$ cat src/rtl/hazard_ctrl_if.sv
// Hazard unit bundle: pipeline register addresses/enables in, stall/flush/fwd out.
// Stats ports exist only when HAZARD_STATS_EN is defined.
interface hazard_ctrl_if;
  logic [4:0] d_rs;
  logic [4:0] d_rt;
  logic [4:0] e_rs;
  logic [4:0] e_rt;
  logic [4:0] e_rf_wa;
  logic [4:0] m_rf_wa;
  logic [4:0] w_rf_wa;
  logic       e_rf_we;
  logic       m_rf_we;
  logic       w_rf_we;
  logic       e_is_load;
  logic       e_branch_taken;
  logic       e_mdu_start;
  logic       e_mdu_div;
  logic       stall_f;
  logic       stall_d;
  logic       stall_e;
  logic       flush_d;
  logic       flush_e;
  logic       flush_m;
  logic [1:0] fwd_a_e;
  logic [1:0] fwd_b_e;
  logic       mdu_busy;
  logic       mdu_done;
`ifdef HAZARD_STATS_EN
  logic [31:0] stat_stall_cycles;
  logic [31:0] stat_flush_events;
`endif

  modport master (
    output d_rs, d_rt, e_rs, e_rt,
    output e_rf_wa, m_rf_wa, w_rf_wa,
    output e_rf_we, m_rf_we, w_rf_we,
    output e_is_load, e_branch_taken,
    output e_mdu_start, e_mdu_div,
    input  stall_f, stall_d, stall_e,
    input  flush_d, flush_e, flush_m,
    input  fwd_a_e, fwd_b_e,
`ifdef HAZARD_STATS_EN
    input  stat_stall_cycles,
    input  stat_flush_events,
`endif
    input  mdu_busy, mdu_done
  );

  modport slave (
    input  d_rs, d_rt, e_rs, e_rt,
    input  e_rf_wa, m_rf_wa, w_rf_wa,
    input  e_rf_we, m_rf_we, w_rf_we,
    input  e_is_load, e_branch_taken,
    input  e_mdu_start, e_mdu_div,
    output stall_f, stall_d, stall_e,
    output flush_d, flush_e, flush_m,
    output fwd_a_e, fwd_b_e,
`ifdef HAZARD_STATS_EN
    output stat_stall_cycles,
    output stat_flush_events,
`endif
    output mdu_busy, mdu_done
  );
endinterface

$ cat src/rtl/hazard_ctrl.sv
// Pipeline hazard unit: forwarding, load-use stall, branch flush, MDU stall FSM.
// Optional HAZARD_STATS_EN adds saturating stall/flush event counters.
module hazard_ctrl (
  input  logic           clock,
  input  logic           reset,
  hazard_ctrl_if.slave   hz
);

  typedef enum logic {
    IDLE,
    BUSY
  } mdu_state_e;

  mdu_state_e state_q, state_d;
  logic [4:0] mdu_cnt_q, mdu_cnt_d;

  function automatic logic [1:0] fwd_sel(
    input logic [4:0] src,
    input logic       m_we,
    input logic [4:0] m_wa,
    input logic       w_we,
    input logic [4:0] w_wa
  );
    logic [1:0] sel;
    sel = 2'b00;
    if (m_we && m_wa != 5'd0 && m_wa == src)
      sel = 2'b10;
    else if (w_we && w_wa != 5'd0 && w_wa == src)
      sel = 2'b01;
    return sel;
  endfunction

  assign hz.fwd_a_e = fwd_sel(hz.e_rs,
    hz.m_rf_we, hz.m_rf_wa, hz.w_rf_we, hz.w_rf_wa);
  assign hz.fwd_b_e = fwd_sel(hz.e_rt,
    hz.m_rf_we, hz.m_rf_wa, hz.w_rf_we, hz.w_rf_wa);

  logic busy;
  logic load_use;
  logic br;

  assign busy = (state_q == BUSY);
  assign br   = hz.e_branch_taken;

  assign load_use = hz.e_is_load && hz.e_rf_we &&
    (hz.e_rf_wa != 5'd0) &&
    ((hz.e_rf_wa == hz.d_rs) || (hz.e_rf_wa == hz.d_rt));

  logic sf, sd, se, fd, fe, fm;

  // Reset gates the input-driven terms so everything but fwd reads 0.
  always_comb begin
    sf = 1'b0;
    sd = 1'b0;
    se = 1'b0;
    fd = 1'b0;
    fe = 1'b0;
    fm = 1'b0;
    if (reset) begin
      if (busy) begin
        sf = 1'b1;
        sd = 1'b1;
        se = 1'b1;
        fm = 1'b1;
      end else if (load_use && !br) begin
        sf = 1'b1;
        sd = 1'b1;
        fe = 1'b1;
      end
      if (br) begin
        fd = 1'b1;
        fe = 1'b1;
        if (!busy) begin
          sf = 1'b0;
          sd = 1'b0;
        end
      end
    end
  end

  assign hz.stall_f  = sf;
  assign hz.stall_d  = sd;
  assign hz.stall_e  = se;
  assign hz.flush_d  = fd;
  assign hz.flush_e  = fe;
  assign hz.flush_m  = fm;
  assign hz.mdu_busy = busy;
  assign hz.mdu_done = busy && (mdu_cnt_q == 5'd0);

  always_comb begin
    state_d   = state_q;
    mdu_cnt_d = mdu_cnt_q;
    unique case (state_q)
      IDLE: begin
        if (hz.e_mdu_start) begin
          state_d   = BUSY;
          mdu_cnt_d = hz.e_mdu_div ? 5'd31 : 5'd3;
        end
      end
      BUSY: begin
        if (mdu_cnt_q == 5'd0)
          state_d = IDLE;
        else
          mdu_cnt_d = mdu_cnt_q - 5'd1;
      end
      default: begin
        state_d   = IDLE;
        mdu_cnt_d = 5'd0;
      end
    endcase
  end

  always_ff @(posedge clock or negedge reset) begin
    if (!reset) begin
      state_q   <= IDLE;
      mdu_cnt_q <= 5'd0;
    end else begin
      state_q   <= state_d;
      mdu_cnt_q <= mdu_cnt_d;
    end
  end

`ifdef HAZARD_STATS_EN
  logic [31:0] stall_cnt_q;
  logic [31:0] flush_cnt_q;

  always_ff @(posedge clock or negedge reset) begin
    if (!reset) begin
      stall_cnt_q <= 32'd0;
      flush_cnt_q <= 32'd0;
    end else begin
      if (sf && !(&stall_cnt_q))
        stall_cnt_q <= stall_cnt_q + 32'd1;
      if ((fd || fe) && !(&flush_cnt_q))
        flush_cnt_q <= flush_cnt_q + 32'd1;
    end
  end

  assign hz.stat_stall_cycles = stall_cnt_q;
  assign hz.stat_flush_events = flush_cnt_q;
`endif

endmodule
$ cat src/flat_wrapper.sv
// flat-port wrapper written by rule: the top's interface ports become plain ports
module hazard_ctrl_flat 
  (clock, reset, hz_d_rs, hz_d_rt, hz_e_rs, hz_e_rt, hz_e_rf_wa, hz_m_rf_wa, hz_w_rf_wa, hz_e_rf_we, hz_m_rf_we, hz_w_rf_we, hz_e_is_load, hz_e_branch_taken, hz_e_mdu_start, hz_e_mdu_div, hz_stall_f, hz_stall_d, hz_stall_e, hz_flush_d, hz_flush_e, hz_flush_m, hz_fwd_a_e, hz_fwd_b_e, hz_mdu_busy, hz_mdu_done);
  hazard_ctrl_if hz_i ();
  input  logic clock;
  input  logic reset;
  input wire logic [$bits(hz_i.d_rs)-1:0] hz_d_rs;
  input wire logic [$bits(hz_i.d_rt)-1:0] hz_d_rt;
  input wire logic [$bits(hz_i.e_rs)-1:0] hz_e_rs;
  input wire logic [$bits(hz_i.e_rt)-1:0] hz_e_rt;
  input wire logic [$bits(hz_i.e_rf_wa)-1:0] hz_e_rf_wa;
  input wire logic [$bits(hz_i.m_rf_wa)-1:0] hz_m_rf_wa;
  input wire logic [$bits(hz_i.w_rf_wa)-1:0] hz_w_rf_wa;
  input wire logic [$bits(hz_i.e_rf_we)-1:0] hz_e_rf_we;
  input wire logic [$bits(hz_i.m_rf_we)-1:0] hz_m_rf_we;
  input wire logic [$bits(hz_i.w_rf_we)-1:0] hz_w_rf_we;
  input wire logic [$bits(hz_i.e_is_load)-1:0] hz_e_is_load;
  input wire logic [$bits(hz_i.e_branch_taken)-1:0] hz_e_branch_taken;
  input wire logic [$bits(hz_i.e_mdu_start)-1:0] hz_e_mdu_start;
  input wire logic [$bits(hz_i.e_mdu_div)-1:0] hz_e_mdu_div;
  output wire logic [$bits(hz_i.stall_f)-1:0] hz_stall_f;
  output wire logic [$bits(hz_i.stall_d)-1:0] hz_stall_d;
  output wire logic [$bits(hz_i.stall_e)-1:0] hz_stall_e;
  output wire logic [$bits(hz_i.flush_d)-1:0] hz_flush_d;
  output wire logic [$bits(hz_i.flush_e)-1:0] hz_flush_e;
  output wire logic [$bits(hz_i.flush_m)-1:0] hz_flush_m;
  output wire logic [$bits(hz_i.fwd_a_e)-1:0] hz_fwd_a_e;
  output wire logic [$bits(hz_i.fwd_b_e)-1:0] hz_fwd_b_e;
  output wire logic [$bits(hz_i.mdu_busy)-1:0] hz_mdu_busy;
  output wire logic [$bits(hz_i.mdu_done)-1:0] hz_mdu_done;
  assign hz_i.d_rs = hz_d_rs;
  assign hz_i.d_rt = hz_d_rt;
  assign hz_i.e_rs = hz_e_rs;
  assign hz_i.e_rt = hz_e_rt;
  assign hz_i.e_rf_wa = hz_e_rf_wa;
  assign hz_i.m_rf_wa = hz_m_rf_wa;
  assign hz_i.w_rf_wa = hz_w_rf_wa;
  assign hz_i.e_rf_we = hz_e_rf_we;
  assign hz_i.m_rf_we = hz_m_rf_we;
  assign hz_i.w_rf_we = hz_w_rf_we;
  assign hz_i.e_is_load = hz_e_is_load;
  assign hz_i.e_branch_taken = hz_e_branch_taken;
  assign hz_i.e_mdu_start = hz_e_mdu_start;
  assign hz_i.e_mdu_div = hz_e_mdu_div;
  assign hz_stall_f = hz_i.stall_f;
  assign hz_stall_d = hz_i.stall_d;
  assign hz_stall_e = hz_i.stall_e;
  assign hz_flush_d = hz_i.flush_d;
  assign hz_flush_e = hz_i.flush_e;
  assign hz_flush_m = hz_i.flush_m;
  assign hz_fwd_a_e = hz_i.fwd_a_e;
  assign hz_fwd_b_e = hz_i.fwd_b_e;
  assign hz_mdu_busy = hz_i.mdu_busy;
  assign hz_mdu_done = hz_i.mdu_done;
  hazard_ctrl u_core (.clock(clock), .reset(reset), .hz(hz_i));
endmodule
$ cat config.mk
export PLATFORM = sky130hd
export DESIGN_NAME = hazard_ctrl_flat
export DESIGN_NICKNAME = d
export VERILOG_FILES = /design/src/rtl/hazard_ctrl_if.sv /design/src/rtl/hazard_ctrl.sv /design/src/flat_wrapper.sv
export SDC_FILE = /design/constraint.sdc
export NUM_CORES = 1
export LEC_CHECK = 0
export BUFFER_PORTS_ARGS = -buffer_cell sky130_fd_sc_hd__buf_2
export CAP_MARGIN = 20
export CORE_ASPECT_RATIO = 1.4
export CORE_MARGIN = 2
export CORE_UTILIZATION = 40
export DETAILED_ROUTE_END_ITERATION = 10
export GPL_TIMING_DRIVEN = 0
export PLACE_DENSITY = 0.77
export SLEW_MARGIN = 20
export SYNTH_ARGS = -nofsm -noshare
export SYNTH_HDL_FRONTEND = slang
export SYNTH_SLANG_ARGS = --single-unit
$ cat constraint.sdc
create_clock -name clock -period 1.98 [get_ports clock]
set_input_delay 0.396 -clock clock [delete_from_list [all_inputs] [get_ports clock]]
set_output_delay 0.396 -clock clock [all_outputs]
set_load 0.01 [all_outputs]
==> summary.txt, run 1 <==
RePlAce Congestion - 0.8804
Critical Path Sink Type - output port
Detail Placement HPWL - 1797 um
Slew margin rel. - 73.39%
Synth Instances - 95
Slowest cell on crit path - or4_4
Fmax - 486.5 MHz
CP Cell Sequence - buf_8 -> or4_4 -> o21ai_4 -> buf_6 -> nor4_4 -> nor4_2 -> buf_2
Clock Latency Late Sink - 0.24 ns
Non-Filler Instances - 181
Synth Register Bits - 6
Synth warn - 0
# rows - 19
Comb pwr share - 60.5%
TNS Setup - -0.1535 ns
Final setup fails - 3
Fin util - 66.84%
CP max stage delay - 0.54 ns
Slack of the critical path - -0.07549 ns
CTS tree - done
Cell area after layout - 1271 um2
First-pass GRT wire length - 3953 um
CTS max path bufs - 2
Global route total overflow - 0
Pint - 0.0005538 W
Crit path max-delay family - simple AND/OR/NAND/NOR gates
Routed WL per cell - 13.08 um
Status - complete, but fails checks
Total iterations of the first detailed-routing run - 3
All-Layer GR Usage - 21.64%
WP buf/inv - 3
Synth unique cells - 27
Clk network pwr share - 11.9%
Core area - 1902 um2
# DRC - 0
Min-Delay Path Class - in2reg
Final ANT Viol Nets - 0
Initial antenna violation count - 0
Full die area - 2344 um2
DR vias - 937
Violated checks - setup timing
Vias per cell - 5.177
Placed Instance Area - 1096 um2
RR Endpoint - u_core.mdu_cnt_q[2]$_DFFE_PN0P_
Share of cells above drive strength 1 - 51.88%
IO Pins - 56
Final-stage net count - 208
Worst Reg-to-Reg Cells - 7
I/O Buffers - 55
Skew final - 0.003532 ns
R2R setup slack - 0.36 ns
CTS root buf - clkbuf_4
Die X - 41.49 um
Worst vdd ir - 0.5992 mV
Period minus WS final - 2.055 ns
Vias in the first global route - 978
Clk slew on worst S/H paths - 0.04 ns
Pin count of the biggest net entering global routing - 11
Inst Count DP - 171
Switching Share - 39.66%
Max Fanout on Critical Path - 2
RSZ-0062 raised after global routing - true
Worst-Margin Slew - 0.3991 ns
Fin. max-slew vios - 0
Worst Hold Path EP - u_core.mdu_cnt_q[2]$_DFFE_PN0P_
Critical Path RT - 1.58 ns
H-tree Lvls - 1
Total CTS buffers - 3
Total Power - 0.0009177 W
Worst Hold Path Cells - 3
Crit path DAT - 1.66 ns
Register area share after synthesis - 19.08%
Sink Count - 6
Syn_nets - 141
Filler cells - 163
Critical path start-end classification - in2out
Die H - 56.49 um
Synth-to-Final Area Change - 61.53%
Initial Utilization - 41.38%
P_leak - 0.6164 nW
Mapped cell area - 787.0 um2
Seq pwr share - 27.6%
Tcrit/Tclk final - 103.8%
Worst setup SP type - input pin
# diodes - 0
Drt initial violations - 8
Sw Pwr - 0.0003639 W
Syn Area/Cell - 8.284 um2
R2r startpoint - u_core.mdu_cnt_q[0]$_DFFE_PN0P_
Number of max-cap violations - 0
Final Hold Viols - 0
Pwr per Cell Area - 721.9 nW/um2
Hold path startpoint - hz_e_mdu_div
WL final - 2368 um
[cells by family (layout without fill, tap and decap cells)]
family,Yosys count,count (layout),synth area share (%)
adders and majority gates,2,2,3.179
DFF,6,6,19.08
and+or+nand+nor,31,31,22.89
AOI/OAI and AO/OA,13,13,11.13
xor gates and xnor gates,32,32,35.61
muxes,2,2,2.861
buffers and inverters,9,74,5.246
[what timing repair did]
action / 4_1_cts / 5_1_grt
cloned: 0 / 0
resized for setup: 15 / 7
endpoints found under the hold margin: 6 / 0
setup endpoints to repair: 5 / 4
pin swaps: 10 / 2
hold buffers: 1 / 0
setup buffers: 3 / 4
[per-stage QoR]
| step | setup slack [ns] | hold WS (ns) |
|---|---|---|
| after floorplan | 0.04415 | 0.1004 |
| after global placement | -0.1159 | 0.2452 |
| after detailed placement | -0.1387 | 0.2458 |
| after CTS | -0.06450 | 0.4838 |
| after global routing | -0.1527 | 0.5424 |
| final | -0.07549 | 0.4904 |
[cells in the final DEF (no fill, tap or decap), types with 2 or more instances in the layout]
cell       n
o21ai_0    2
inv_1      2
nand3_1    5
nor4_2     2
o21a_1     2
clkbuf_4   3
xor2_1    25
inv_2      3
nor2_1     6
nor3_1     3
or4_4      3
xnor2_1    7
or4_1      3
buf_4      7
buf_6      4
dfrtp_1    6
buf_2     52
nor4_4     2
a21oi_1    2
nand2_1    3
mux2_2     2
[how the worst max path moves through the flow]
stage / start / to / slack, ns / cells after the start
after floorplan: hz_m_rf_wa[4] / hz_fwd_a_e[0] / 0.04 / 4
after global routing: hz_m_rf_wa[2] / hz_fwd_a_e[0] / -0.15 / 7
after detailed placement: hz_m_rf_wa[4] / hz_fwd_a_e[0] / -0.14 / 6
after CTS: hz_m_rf_wa[2] / hz_fwd_a_e[0] / -0.06 / 7
final: hz_m_rf_wa[2] / hz_fwd_a_e[0] / -0.08 / 7
after global placement: hz_m_rf_wa[4] / hz_fwd_a_e[0] / -0.12 / 6
[cells in the mapped netlist]
master	instances	area, um2
xor2_1	25	219.0
xnor2_1	7	61.31
dfrtp_1	6	150.1
nor2_1	6	22.52
or4_1	6	45.04
inv_1	5	18.77
nand3_1	5	25.02
nand2_1	4	15.01
nor3_1	3	15.01
a21oi_1	2	10.01
buf_4	2	15.01
clkbuf_1	2	7.510
ha_1	2	25.02
mux2_2	2	22.52
nor4_1	2	12.51
nor4_2	2	25.02
o21a_1	2	15.01
o21ai_0	2	10.01
o41ai_1	2	17.52
a211oi_1	1	7.510
a22oi_1	1	7.510
a31oi_1	1	6.260
nand2b_1	1	6.260
nand3b_1	1	7.510
nor2b_1	1	6.260
o21ai_1	1	5.000
o21ai_2	1	8.760
[worst register-to-register path, delay by kind of cell, from the launching register on]
family	cells	cell delay (ns)
compound gates	1	0.08
fa+ha+maj	1	0.12
buf+inv	2	0.24
simple gates	3	0.62
flops	1	0.41
[power by group through the flow]
stage               clock network [W]  logic [W]  registers [W]
floorplan                           0   0.000310       0.000238
global placement                    0   0.000438       0.000247
detailed placement                  0   0.000453       0.000249
CTS                          0.000114   0.000485       0.000250
global route                 0.000120   0.000620       0.000265
finish                       0.000109   0.000555       0.000253
[layer usage]
metal  global-route usage [%]  wire length (um)  vias to the layer above
li1                         -                 -                      465
met1                    19.84               769                      429
met2                    42.41              1367                       35
met3                    3.215               128                        8
met4                    13.36               103                        0
met5                        0                 0                        -
[area by class of cell]
| cell class | count | area, um2 | share of cell area, % |
|---|---|---|---|
| Timing Repair Buffer | 63 | 367.9 | 28.94 |
| Clock buffer | 3 | 22.52 | 1.772 |
| Sequential cell | 6 | 150.1 | 11.81 |
| Tap cell | 21 | 26.28 | 2.067 |
| Buffer | 3 | 18.77 | 1.476 |
| Inverter | 5 | 18.77 | 1.476 |
| Multi-Input combinational cell | 80 | 666.9 | 52.46 |
[state kept, by name, indices dropped and copies added, names as in the netlist]
name,cells
u_core.mdu_cnt_q,5
u_core.hz.mdu_busy,1
Power figures use the tool's default switching activity.
==> inputs of run 2 (changes only) <==
CORE_ASPECT_RATIO = 1.1   (was 1.4)
CORE_UTILIZATION = 42   (was 40)
CTS_BUF_LIST = sky130_fd_sc_hd__clkbuf_8   (was unset)
PLACE_DENSITY = 0.8   (was 0.77)
==> run 2 against run 1 <==
The run still ends with setup timing left. Worst hold slack lost 0.47 ns. Flip-flop and latch count unchanged. Critical path depth is 2 lower. Global-route usage decreased by 0.086 points. Power up 11%. First-iteration DRC count is 13% higher. Highest routed layer unchanged.
==> summary.txt, run 2 (same netlist as run 1, synthesis figures left out) <==
Most frequent cells in the layout - buf_2, xor2_1, buf_4
Min-Delay Path Class - in2async
H-tree Lvls - 1 (unchanged)
Share of cells above drive strength 1 - 54.66% (+2.8 points)
Final-stage net count - 209 (+0.48%)
Inst Count DP - 168 (-1.8%)
Vias per cell - 5.218 (+0.79%)
Max FFs per register - 5 (unchanged)
CTS root buf - clkbuf_8
Skew final - 0.0006185 ns (-0.002914 ns)
R2r startpoint - u_core.mdu_cnt_q[0]$_DFFE_PN0P_
Tcrit/Tclk final - 105.3% (+1.5 points)
Critical Path Sink Type - output port
All-Layer GR Usage - 21.56% (-0.086 points)
Drt initial violations - 9 (+1)
Final setup fails - 2 (-1)
# DRC - 0 (unchanged)
Max Fanout on Critical Path - 3 (+1)
Non-Filler Instances - 179 (-1.1%)
RSZ-0062 raised after global routing - true
RePlAce Congestion - 0.7665 (-13%)
Slew margin rel. - 77.22% (+3.8 points)
P_leak - 0.6373 nW (+3.4%)
WL final - 2380 um (+0.51%)
Clk slew on worst S/H paths - 0.03 ns (about the same)
Full die area - 2237 um2 (-4.6%)
Clock Latency Late Sink - 0.22 ns (-0.02 ns)
DR vias - 934 (-0.32%)
CTS tree - done
Total Power - 0.001018 W (+11%)
Final ANT Viol Nets - 0 (unchanged)
Pin count of the biggest net entering global routing - 11 (unchanged)
Sink Count - 6 (unchanged)
Fmax - 479.7 MHz (-1.4%)
Die X - 45.28 um (+9.1%)
Detail Placement HPWL - 1733 um (-3.6%)
Initial Utilization - 44.17% (+2.8 points)
TNS Setup - -0.1647 ns (-0.01114 ns)
Total iterations of the first detailed-routing run - 4 (+1)
IO Pins - 56 (unchanged)
Final Hold Viols - 0 (unchanged)
# rows - 16 (-3)
Critical path start-end classification - in2out
Worst Reg-to-Reg Cells - 8 (+1)
Vias in the first global route - 917 (-6.2%)
Routed WL per cell - 13.30 um (+1.6%)
Largest Register - u_core.mdu_cnt_q
I/O Buffers - 55 (unchanged)
Critical Path RT - 1.58 ns (about the same)
Worst vdd ir - 0.7145 mV (+19%)
Global route total overflow - 0 (unchanged)
Pwr per Cell Area - 773.1 nW/um2 (+7.1%)
Slack of the critical path - -0.1046 ns (-0.02916 ns)
Initial antenna violation count - 0 (unchanged)
Die H - 49.40 um (-13%)
RR Endpoint - u_core.mdu_cnt_q[0]$_DFFE_PN0P_
Total CTS buffers - 3 (unchanged)
Violated checks - setup timing
Status - complete, but fails checks
Synth-to-Final Area Change - 67.25%
Core area - 1782 um2 (-6.3%)
Commonest non-fill, non-tap cell in the layout - buf_2
CTS max path bufs - 2 (unchanged)
# diodes - 0 (unchanged)
Worst setup SP type - input pin
Fin. max-slew vios - 0 (unchanged)
Number of max-cap violations - 0 (unchanged)
Period minus WS final - 2.085 ns (+0.02916 ns)
Worst-Margin Slew - 0.3391 ns (-0.06001 ns)
Crit path DAT - 1.69 ns (+0.03 ns)
First-pass GRT wire length - 3684 um (-6.8%)
R2R setup slack - 0.29 ns (-0.07 ns)
[run 2: cell types whose count changed in the layout (fill, tap and decap cells not counted), moves of 2 or more]
| cell | before | now |
|---|---|---|
| buf_2 | 52 | 50 |
| buf_4 | 7 | 10 |
| clkbuf_8 | 0 | 3 |
| clkbuf_4 | 3 | 0 |
[run 2: area by class of cell]
class,instances,area (um2)
plain buffers,3,20.02
inverters,5,18.77
repair buffers,64,381.6
clock buffers,3,41.29
fillers,143,465.4
multi-input cells,80,681.9
well taps,18,22.52
flip-flops and latches,6,150.1
[run 2: worst max-delay path by stage]
stage | depth (start not counted) | startpoint | slack, ns | end
global placement | 6 | hz_m_rf_wa[4] | -0.11 | hz_fwd_b_e[0]
global route | 5 | hz_e_rs[3] | -0.13 | hz_fwd_a_e[0]
floorplan | 4 | hz_m_rf_wa[4] | 0.04 | hz_fwd_a_e[0]
detailed placement | 6 | hz_m_rf_wa[4] | -0.13 | hz_fwd_b_e[0]
CTS | 7 | hz_m_rf_wa[2] | -0.07 | hz_fwd_a_e[0]
finish | 5 | hz_w_rf_wa[4] | -0.10 | hz_fwd_a_e[0]
[run 2: metal layers]
metal	track usage (%)	wire (um)	share of wire (%)
met2	39.76	1229	52
met4	8.333	46	1.9
met1	23.87	949	40
met3	2.222	154	6.5
met5	0	0	0
[run 2: repair_timing]
item	4_1_cts	5_1_grt
resized for setup	16	14
hold buffers	0	0
pin swaps	10	5
setup endpoints to repair	4	5
buffers inserted	3	6
hold endpoints to repair	0	0
cloned	0	0
[run 2: worst max-delay path: stages]
cell,delay (ns)
buf_2,0.12
xor2_1,0.14
or4_4,0.57
nor4_4,0.29
buf_2,0.17
[run 2: power by group]
part	leakage (nW)	total (W)	internal (W)	switching, W
combinational	0.548	0.000582	0.000317	0.000265
sequential	0.0674	0.000256	0.000188	0.0000676
clock	0.0216	0.000179	0.000130	0.0000491
[run 2: through the flow]
step           setup WS (ns)  area, um2  utilization [%]  hold WS [ns]
6_report             -0.1046       1316            73.88       0.01591
5_1_grt              -0.1302       1316            73.88       0.02386
4_1_cts             -0.06747       1227            68.89       0.01716
3_5_place_dp         -0.1343       1092            61.31        0.2498
3_3_place_gp         -0.1081       1092            61.31        0.2473
2_1_floorplan        0.04415      794.5                -        0.1004
